`src/rtl/mainfsm.sv`:
```
// Multicycle processor main controller: sequences fetch, decode, memory, execute
// and branch phases, and decodes the current state into datapath control strobes.
module mainfsm (
  input  logic       clk,
  input  logic       reset,
  input  logic [1:0] Op,
  input  logic [5:0] Funct,
  input  logic       MemReady,
  output logic       IRWrite,
  output logic       AdrSrc,
  output logic [1:0] ALUSrcA,
  output logic [1:0] ALUSrcB,
  output logic [1:0] ResultSrc,
  output logic       NextPC,
  output logic       RegW,
  output logic       MemW,
  output logic       Branch,
  output logic       ALUOp,
  output logic       InstrDone,
  output logic [3:0] State
);

  typedef enum logic [3:0] {
    FETCH  = 4'd0,
    DECODE = 4'd1,
    MEMADR = 4'd2,
    MEMRD  = 4'd3,
    MEMWB  = 4'd4,
    MEMWR  = 4'd5,
    EXECR  = 4'd6,
    EXECI  = 4'd7,
    ALUWB  = 4'd8,
    BRANCH = 4'd9
  } state_t;

  state_t state_r;
  state_t next_s;
  logic   legal_s;
  logic   unused_s;

  // Funct[4:1] carry ALU/addressing detail consumed elsewhere in the datapath.
  assign unused_s = ^Funct[4:1];
  assign State    = state_r;

  // State register; reset forces FETCH immediately, regardless of clk.
  always_ff @(posedge clk or posedge reset) begin
    if (reset) begin
      state_r <= FETCH;
    end else begin
      state_r <= next_s;
    end
  end

  // Next-state logic; unused encodings recover to FETCH.
  always_comb begin
    next_s = FETCH;
    case (state_r)
      FETCH:  next_s = MemReady ? DECODE : FETCH;
      DECODE: begin
        case (Op)
          2'b00:   next_s = Funct[5] ? EXECI : EXECR;
          2'b01:   next_s = MEMADR;
          2'b10:   next_s = BRANCH;
          default: next_s = FETCH;
        endcase
      end
      MEMADR: next_s = Funct[0] ? MEMRD : MEMWR;
      MEMRD:  next_s = MemReady ? MEMWB : MEMRD;
      MEMWR:  next_s = MemReady ? FETCH : MEMWR;
      EXECR:  next_s = ALUWB;
      EXECI:  next_s = ALUWB;
      MEMWB:  next_s = FETCH;
      ALUWB:  next_s = FETCH;
      BRANCH: next_s = FETCH;
      default: next_s = FETCH;
    endcase
  end

  // Moore-style control decode; FETCH strobes follow MemReady so the PC
  // advances once per fetch no matter how many wait cycles precede it.
  always_comb begin
    IRWrite   = 1'b0;
    AdrSrc    = 1'b0;
    ALUSrcA   = 2'b00;
    ALUSrcB   = 2'b00;
    ResultSrc = 2'b00;
    NextPC    = 1'b0;
    RegW      = 1'b0;
    MemW      = 1'b0;
    Branch    = 1'b0;
    ALUOp     = 1'b0;
    legal_s   = 1'b1;
    case (state_r)
      FETCH: begin
        IRWrite   = MemReady;
        NextPC    = MemReady;
        AdrSrc    = 1'b0;
        ALUSrcA   = 2'b01;
        ALUSrcB   = 2'b10;
        ResultSrc = 2'b10;
      end
      DECODE: begin
        ALUSrcA   = 2'b01;
        ALUSrcB   = 2'b10;
        ResultSrc = 2'b10;
      end
      MEMADR: begin
        ALUSrcA = 2'b00;
        ALUSrcB = 2'b01;
        ALUOp   = 1'b0;
      end
      MEMRD: begin
        AdrSrc    = 1'b1;
        ResultSrc = 2'b00;
      end
      MEMWB: begin
        ResultSrc = 2'b01;
        RegW      = 1'b1;
      end
      MEMWR: begin
        AdrSrc = 1'b1;
        MemW   = 1'b1;
      end
      EXECR: begin
        ALUSrcA = 2'b00;
        ALUSrcB = 2'b00;
        ALUOp   = 1'b1;
      end
      EXECI: begin
        ALUSrcA = 2'b00;
        ALUSrcB = 2'b01;
        ALUOp   = 1'b1;
      end
      ALUWB: begin
        ResultSrc = 2'b00;
        RegW      = 1'b1;
      end
      BRANCH: begin
        ALUSrcA   = 2'b00;
        ALUSrcB   = 2'b01;
        ResultSrc = 2'b10;
        ALUOp     = 1'b0;
        Branch    = 1'b1;
      end
      default: legal_s = 1'b0;
    endcase
    if (legal_s && (next_s == FETCH) && (state_r != FETCH)) begin
      InstrDone = 1'b1;
    end else begin
      InstrDone = 1'b0;
    end
  end

endmodule

```
`config.mk`:
```
export PLATFORM = sky130hd
export DESIGN_NAME = mainfsm
export DESIGN_NICKNAME = d
export VERILOG_FILES = /design/src/rtl/mainfsm.sv
export SDC_FILE = /design/constraint.sdc
export NUM_CORES = 1
export LEC_CHECK = 0
export ABC_AREA = 0
export BUFFER_PORTS_ARGS = -buffer_cell sky130_fd_sc_hd__buf_2
export CAP_MARGIN = 0
export CORE_AREA = 2 2 39 41
export CTS_BUF_LIST = sky130_fd_sc_hd__clkbuf_4 sky130_fd_sc_hd__clkbuf_8
export DETAILED_ROUTE_END_ITERATION = 8
export DIE_AREA = 0 0 41 43
export PLACE_DENSITY_LB_ADDON = 0.1
export SLEW_MARGIN = 20
export SYNTH_ARGS = -nofsm -noshare
export SYNTH_HDL_FRONTEND = slang
export SYNTH_SLANG_ARGS = --single-unit
```
`constraint.sdc`:
```
create_clock -name clk -period 1.4 [get_ports clk]
set_clock_uncertainty 0.15 [all_clocks]
set_input_delay 0.21 -clock clk [delete_from_list [all_inputs] [get_ports clk]]
set_output_delay 0.21 -clock clk [all_outputs]
set_load 0.01 [all_outputs]
```
==> results of run 1 <==
==> layout make-up <==
cell class	count	area, um^2
Fill cell	114	443
Timing Repair Buffer	50	384
Multi-Input combinational cell	38	380
Sequential cell	4	104
Clock buffer	4	30.0
Inverter	6	22.5
Tap cell	16	20.0
==> worst max-delay path, cell delays in order, from the launching register on <==
cell and delay [ps]:
dfrtp_1 390, or2b_1 290, a41o_1 250, a2111oi_4 300
buf_2 180
==> through the flow <==
stage          hold WS [ps]  instance area [um^2]  setup TNS [ps]  std cells  util (%)
6_report               76.8                   941           -4480        118      68.0
2_1_floorplan          -174                   515            -811         55         -
4_1_cts                70.0                   903           -4760        117      65.3
3_5_place_dp          -56.9                   756           -2240        110      54.6
3_3_place_gp          -59.4                   756           -2140        110      54.6
5_1_grt                88.5                   941           -5550        118      68.0
==> cell families (layout without fill, tap and decap cells) <==
family	after synthesis	after routing
compound gates	12	12
simple gates	23	23
flops	4	4
fa+ha+maj	1	1
buf+inv	13	60
xor+xnor	1	1
other cells	1	1
==> synthesized netlist by cell type, drive strengths merged <==
| library cell | n |
|---|---|
| nand2b | 3 |
| nor3 | 4 |
| o2bb2ai | 1 |
| maj3 | 1 |
| dfrtp | 4 |
| conb | 1 |
| inv | 6 |
| and4bb | 1 |
| xnor2 | 1 |
| a21boi | 1 |
| a22o | 1 |
| or2 | 2 |
| o21ai | 1 |
| buf | 7 |
| nand2 | 4 |
| nor4 | 1 |
| or4 | 1 |
| a21o | 1 |
| nor2 | 5 |
| o22ai | 2 |
| a2111oi | 2 |
| a41o | 1 |
| or2b | 1 |
| or3b | 1 |
| a211oi | 1 |
| a31oi | 1 |
==> what timing repair did <==
item                                    in CTS  in global routing
setup buffers                                2                  1
resized for setup                           27                  6
hold endpoints to repair                     4                  0
hold buffers                                 1                  0
pin swaps                                    4                  3
endpoints found under the setup margin      17                 17
==> worst paths after layout <==
path | start | end | cells after the start
hold / removal | Funct[5] | State[0]$_DFF_PP0_ | 3
max in group asynchronous | reset | State[2]$_DFF_PP0_ | 3
hold reg to reg | State[3]$_DFF_PP0_ | State[0]$_DFF_PP0_ | 2
min in group asynchronous | reset | State[0]$_DFF_PP0_ | 3
setup / recovery | State[0]$_DFF_PP0_ | InstrDone | 4
setup reg to reg | State[2]$_DFF_PP0_ | State[2]$_DFF_PP0_ | 3
==> power by group <==
part | total, mW | leakage (nW) | internal [mW] | switching [mW]
Clock | 0.191 | 0.0184 | 0.127 | 0.0635
Sequential | 0.260 | 0.0476 | 0.174 | 0.0864
Combinational | 1.94 | 0.398 | 1.09 | 0.857
Total | 2.40 | 0.464 | 1.39 | 1.01
==> metal layers <==
layer	vias up	GRT usage, %
met5	-	0
met4	0	6.00
met2	18	31.6
met1	246	21.6
met3	4	6.81
li1	284	-
==> flow_summary.ini, run 1 <==
[synth]
synth_top_area_share_pct = 22.7
syn_area_um2 = 440
yosysTopAreaCell = dfrtp_1
synth.distinct_cells = 29
syn_nets = 66
synth-compound-area-share_pct = 23.6
yosys.area_share.simple_pct = 32.4
synthCells = 55
synth_fa_ha_area_share_pct = 2.27
synth_top_family_by_area = simple AND/OR/NAND/NOR gates
yosysWarnings = 0
seq_area_frac_synth_pct = 22.7
ys_seq_elements = 4
yosys-top-cells-area = dfrtp_1 23%, a2111oi_2 6.8%, buf_4 5.1%
avgSynthCellArea_um2 = 8.01
synth_mux_area_share_pct = 0
synth-xor-area-share_pct = 1.99

[die]
initial_core_util_pct = 31.8
ios = 29
fp-row-count = 14
fp.dieH_um = 43
chipWidth_um = 41
die_area_um2 = 1760
core_um2 = 1380

[pwr]
p_leak_nw = 0.464
pwr_density_cell_nw_per_um2 = 2550
power_mw = 2.40
ir_drop_mv = 1.25

[global_route]
grt_overflow = 0
antenna_found_initial = 0
grt_max_degree = 9
grt_pass1_wl_mm = 2.24
grt.total_usage_pct = 19.1
grt_pass1_vias = 530

[final_layout]
nets = 114
area_delta_synth_final_pct = 114
largest_register_ffs = 4
final_common_cell = buf_2
drive_gt1_share_pct = 79.4
mostFrequentLayoutCells = 20 x buf_2, 15 x buf_6, 14 x buf_4, 4 x inv_1, 4 x clkbuf_4
n_antenna_cell = 0

[detailed_routing]
viasPerCell = 4.68
postRouteAntennaNets = 0
drt_iter0_markers = 6
routed-wl-met2_um = 765
wirelength_met1_um = 569
drc_errors = 0
num_vias = 552
wl_met3_um = 79
post_drt_wl_per_cell_um = 12.2
top_layer = met4
drt_wl_total_mm = 1.43
dr.pass1.iters = 3

[cts]
cts_buffer_depth = 2
path_clk_slew_ps = 50
cts_buffers = 3
htreeDepth = 1
cts_sinks = 4
ctsRootBufferMaster = clkbuf_4
cts_tree = done
insertion_delay_ps = 260

[worst_setup_path]
cp-start-kind = flop
end_kind = primary output
arrival_ps = 1670
crit_fanout = 5
critPathKind = flop to primary output
reg2reg_slack_ps = -100
worstPathRequired_ps = 1040

[placement]
pre_cts_ws_ps = -397
port_buffers = 23
hpwl_mm = 1.07
place_congestion = 0.763

[sta]
final.period_utilization_pct = 145
drv_slew = 0
setup-violations-final = 17
setup_slack_ps = -626
period_minus_slack_ps = 2030
rsz0062_at_grt = true
hold_violations = 0
max_clock_freq_mhz = 494

[flow_run]
cap_violations = 0

[worst_hold_path]
min_path_type = input port to flop

[status]
status = finished, violations left
violations = negative setup slack
Power figures use the tool's default switching activity.
==> run 2: changes to the inputs <==
--- a/config.mk
+++ b/config.mk
@@ -9,7 +9,7 @@
 export BUFFER_PORTS_ARGS = -buffer_cell sky130_fd_sc_hd__buf_2
 export CAP_MARGIN = 0
 export CORE_AREA = 2 2 39 41
-export CTS_BUF_LIST = sky130_fd_sc_hd__clkbuf_4 sky130_fd_sc_hd__clkbuf_8
+export CTS_BUF_LIST = sky130_fd_sc_hd__clkbuf_8
 export DETAILED_ROUTE_END_ITERATION = 8
 export DIE_AREA = 0 0 41 43
 export PLACE_DENSITY_LB_ADDON = 0.1
==> flow_summary.ini, run 2 (same netlist as run 1, synthesis figures left out) <==
[sta]
period_minus_slack_ps = 1980
hold_violations = 0
drv_slew = 0
final.period_utilization_pct = 142
max_clock_freq_mhz = 504
setup_slack_ps = -584
rsz0062_at_grt = true
tns_ps = -4150
setup-violations-final = 17

[die]
die_area_um2 = 1760
initial_core_util_pct = 31.8
core_um2 = 1380
ios = 29
fp.dieH_um = 43
chipWidth_um = 41
fp-row-count = 14

[pwr]
ir_drop_mv = 1.37
pwr_density_cell_nw_per_um2 = 2570
p_leak_nw = 0.479

[detailed_routing]
drc_errors = 0
wl_met3_um = 75
routed-wl-met2_um = 763
postRouteAntennaNets = 0
top_layer = met4
post_drt_wl_per_cell_um = 12.0
drt_iter0_markers = 7
viasPerCell = 4.84
drt_wl_total_mm = 1.42
num_vias = 571
wirelength_met1_um = 563
dr.pass1.iters = 4

[final_layout]
fill_cells = 111
drive_gt1_share_pct = 79.4
nets = 114
stdcell_count = 118
multiInputGateArea_um2 = 397
regArea_um2 = 104
final_common_cell = buf_2
largest_register_ffs = 4
n_antenna_cell = 0
mostFrequentLayoutCells = 20 x buf_2, 15 x buf_6, 14 x buf_4, 5 x inv_1
area_delta_synth_final_pct = 121

[worst_setup_path]
critPathKind = flop to primary output
cp-start-kind = flop
end_kind = primary output
worstPathRequired_ps = 1040
arrival_ps = 1620
rr_worst_depth = 3
crit_fanout = 5
r2r-end = State[2]$_DFF_PP0_
reg2reg_slack_ps = -110
rr_startpoint = State[2]$_DFF_PP0_
crit_start = State[0]$_DFF_PP0_

[flow_run]
cap_violations = 0

[cts]
cts_sinks = 4
cts_buffer_depth = 2
cts_buffers = 3
insertion_delay_ps = 220
path_clk_slew_ps = 40
htreeDepth = 1
cts_tree = done
ctsRootBufferMaster = clkbuf_8

[status]
violations = negative setup slack
status = finished, violations left

[placement]
place_congestion = 0.763
port_buffers = 23
hpwl_mm = 1.07
dp_cells = 110

[worst_hold_path]
holdCritStartpoint = Funct[5]
hold_end = State[0]$_DFF_PP0_
min_path_cells = 3
min_path_type = input port to flop

[global_route]
grt_pass1_wl_mm = 2.20
grt_pass1_vias = 514
grt_overflow = 0
grt.total_usage_pct = 18.9
antenna_found_initial = 0
grt_max_degree = 9
run 2: stage by stage:
step                      power [mW]  utilization (%)  hold slack, ps  cell area [um^2]  setup WS [ps]
final                           2.51             70.4             107               975           -584
after global routing            2.67             70.4             122               975           -648
after CTS                       2.37             66.5             102               921           -589
after detailed placement        1.77             54.6           -56.9               756           -397
after global placement          1.76             54.6           -59.4               756           -351
after floorplan                 1.21                -            -174               515           -274
run 2: worst max path at each step:
stage | end
after floorplan | InstrDone
after global placement | InstrDone
after detailed placement | InstrDone
after CTS | InstrDone
after global routing | InstrDone
final | InstrDone
run 2: power breakdown:
group,internal [mW],switching [mW],total [mW]
logic,1.11,0.884,1.99
registers,0.174,0.0878,0.262
clock network,0.188,0.0690,0.257
total,1.47,1.04,2.51
run 2: layout make-up:
cell class	count	share of cell area, %
well taps	16	2.05
clock buffers	3	4.24
clock inverters	1	0.385
multi-input cells	38	40.7
repair buffers	50	39.4
inverters	6	2.57
flip-flops and latches	4	10.7
run 2: metal layers:
layer | GRT usage [%] | up-vias
li1 | - | 285
met1 | 21.9 | 261
met2 | 30.6 | 23
met3 | 6.81 | 2
met4 | 6.00 | 0
met5 | 0 | -
run 2: what timing repair did:
action                                  in CTS  in global routing
endpoints found under the setup margin      17                 17
hold endpoints to repair                     4                  0
hold buffers                                 1                  0
gates resized for setup                     27                 10
buffers inserted                             2                  1
pin swaps                                    3                  3
run 2: critical path, stage by stage (launching register included):
cell and delay, ps:
dfrtp_1 390, or2b_1 290, a41o_1 250, a2111oi_4 300, buf_2 180
==> run 3: changes to the inputs <==
--- a/config.mk
+++ b/config.mk
@@ -12,6 +12,7 @@
 export CTS_BUF_LIST = sky130_fd_sc_hd__clkbuf_8
 export DETAILED_ROUTE_END_ITERATION = 8
 export DIE_AREA = 0 0 41 43
+export GPL_TIMING_DRIVEN = 0
 export PLACE_DENSITY_LB_ADDON = 0.1
 export SLEW_MARGIN = 20
 export SYNTH_ARGS = -nofsm -noshare
==> flow_summary.ini, run 3 (same netlist as run 1, synthesis figures left out) <==
[pwr]
pwr_density_cell_nw_per_um2 = 2620
comb_power_share_pct = 81.4
p_int_mw = 1.48
p_leak_nw = 0.479
p_sw_share_pct = 42.4
ir_drop_mv = 1.51
p_switching_mw = 1.09
power.share.sequential_pct = 8.6
clock_power_share_pct = 10.0

[detailed_routing]
viasPerCell = 4.78
postRouteAntennaNets = 0
num_vias = 555
drt_wl_total_mm = 1.53
drc_errors = 0
drt_iter0_markers = 14
dr.pass1.iters = 4
post_drt_wl_per_cell_um = 13.2

[cts]
htreeDepth = 1
ctsRootBufferMaster = clkbuf_8
path_clk_slew_ps = 30
cts_buffer_depth = 2
insertion_delay_ps = 220
cts_tree = done
cts_buffers = 3
cts_sinks = 4

[worst_setup_path]
critPathKind = flop to primary output
rr_startpoint = State[1]$_DFF_PP0_
reg2reg_slack_ps = -260
rr_worst_depth = 6
slowest_stage = dfrtp_1
r2r-end = State[0]$_DFF_PP0_
crit_fanout = 5
crit_chain = buf_6 > and4bb_4 > a41o_1 > a2111oi_4 > buf_2
cpPeakStageDelay_ps = 380
cp-start-kind = flop
worstPathRequired_ps = 1040
end_kind = primary output
arrival_ps = 1610

[final_layout]
multiInputGateArea_um2 = 405
final_common_cell = buf_2
n_antenna_cell = 0
nets = 112
mostFrequentLayoutCells = 20 x buf_2, 14 x buf_6, 11 x buf_4, 5 x inv_1
regArea_um2 = 101
largest_register_ffs = 4
fill_cells = 111
drive_gt1_share_pct = 78.0
design_area_um2 = 977
area_delta_synth_final_pct = 122
finish.utilization_pct = 70.6

[sta]
holdWs_ps = 80.7
tns_ps = -4700
setup-violations-final = 17
max_clock_freq_mhz = 507
drv_slew = 0
hold_violations = 0
setup_slack_ps = -572
final.period_utilization_pct = 141
period_minus_slack_ps = 1970
rsz0062_at_grt = true

[global_route]
grt_overflow = 0
grt_pass1_vias = 499
grt_pass1_wl_mm = 2.10
grt.total_usage_pct = 17.9
grt_max_degree = 11
antenna_found_initial = 0

[status]
violations = negative setup slack
status = finished, violations left

[die]
ios = 29
fp.dieH_um = 43
fp-row-count = 14
die_area_um2 = 1760
initial_core_util_pct = 31.8
chipWidth_um = 41
core_um2 = 1380

[worst_hold_path]
min_path_cells = 2
hold_end = State[2]$_DFF_PP0_
min_path_type = input port to flop
holdCritStartpoint = Op[1]

[placement]
port_buffers = 23
place_congestion = 0.704
pre_cts_ws_ps = -360
place_area_um2 = 651
hpwl_um = 846

[flow_run]
cap_violations = 0
[run 3: cell types whose count changed in the layout (fill, tap and decap cells not counted), moves of 2 or more]
cell	change
buf_4	-3
buf_8	+2
dfrtp_1	+2
dfrtp_2	-2
[run 3: area by class of cell]
cell class	count	area share [%]
flip-flops and latches	4	10.4
repair buffers	41	31.2
multi-input cells	38	41.5
clock inverters	1	0.384
clock buffers	3	4.23
inverters	6	2.56
well taps	16	2.05
plain buffers	7	7.68
[run 3: timing repair]
item,in CTS,in global routing
pin swaps,5,6
hold endpoints to repair,4,0
hold buffers,1,0
setup buffers,10,10
endpoints found under the setup margin,17,18
gates resized for setup,23,17
[run 3: stage by stage]
stage | std cells | power (mW)
2_1_floorplan | 55 | 1.21
3_3_place_gp | 94 | 1.56
3_5_place_dp | 94 | 1.55
4_1_cts | 109 | 2.22
5_1_grt | 116 | 2.72
6_report | 116 | 2.56
[run 3: worst max-delay path by stage]
stage	start	to	slack, ps	depth (start not counted)
final	State[0]$_DFF_PP0_	InstrDone	-570	5
after global routing	State[0]$_DFF_PP0_	InstrDone	-630	5
after CTS	State[0]$_DFF_PP0_	InstrDone	-580	5
after detailed placement	State[0]$_DFF_PP0_	InstrDone	-360	5
after global placement	State[3]$_DFF_PP0_	ALUSrcB[0]	-360	5
after floorplan	State[0]$_DFF_PP0_	InstrDone	-270	4
[run 3: routing by layer]
layer	vias to the layer above	global-route usage, %	wire length [um]
met4	0	8.00	24
met5	-	0	0
li1	279	-	-
met1	254	21.2	611
met3	4	6.81	94
met2	18	27.2	803
[run 3: power by group through the flow]
stage	Combinational (mW)	Clock [mW]	Sequential, mW
after CTS	1.74	0.260	0.217
after detailed placement	1.33	0	0.220
after global placement	1.33	0	0.224
after global routing	2.21	0.274	0.229
after floorplan	0.963	0	0.242
final	2.08	0.256	0.220
[run 3: worst max-delay path, delay by kind of cell, from the launching register on]
| kind | cells | cell delay (ps) |
|---|---|---|
| AO/OA/AOI/OAI | 2 | 520 |
| AND/OR/NAND/NOR | 1 | 190 |
| flip-flops | 1 | 380 |
| buffers and inverters | 2 | 300 |
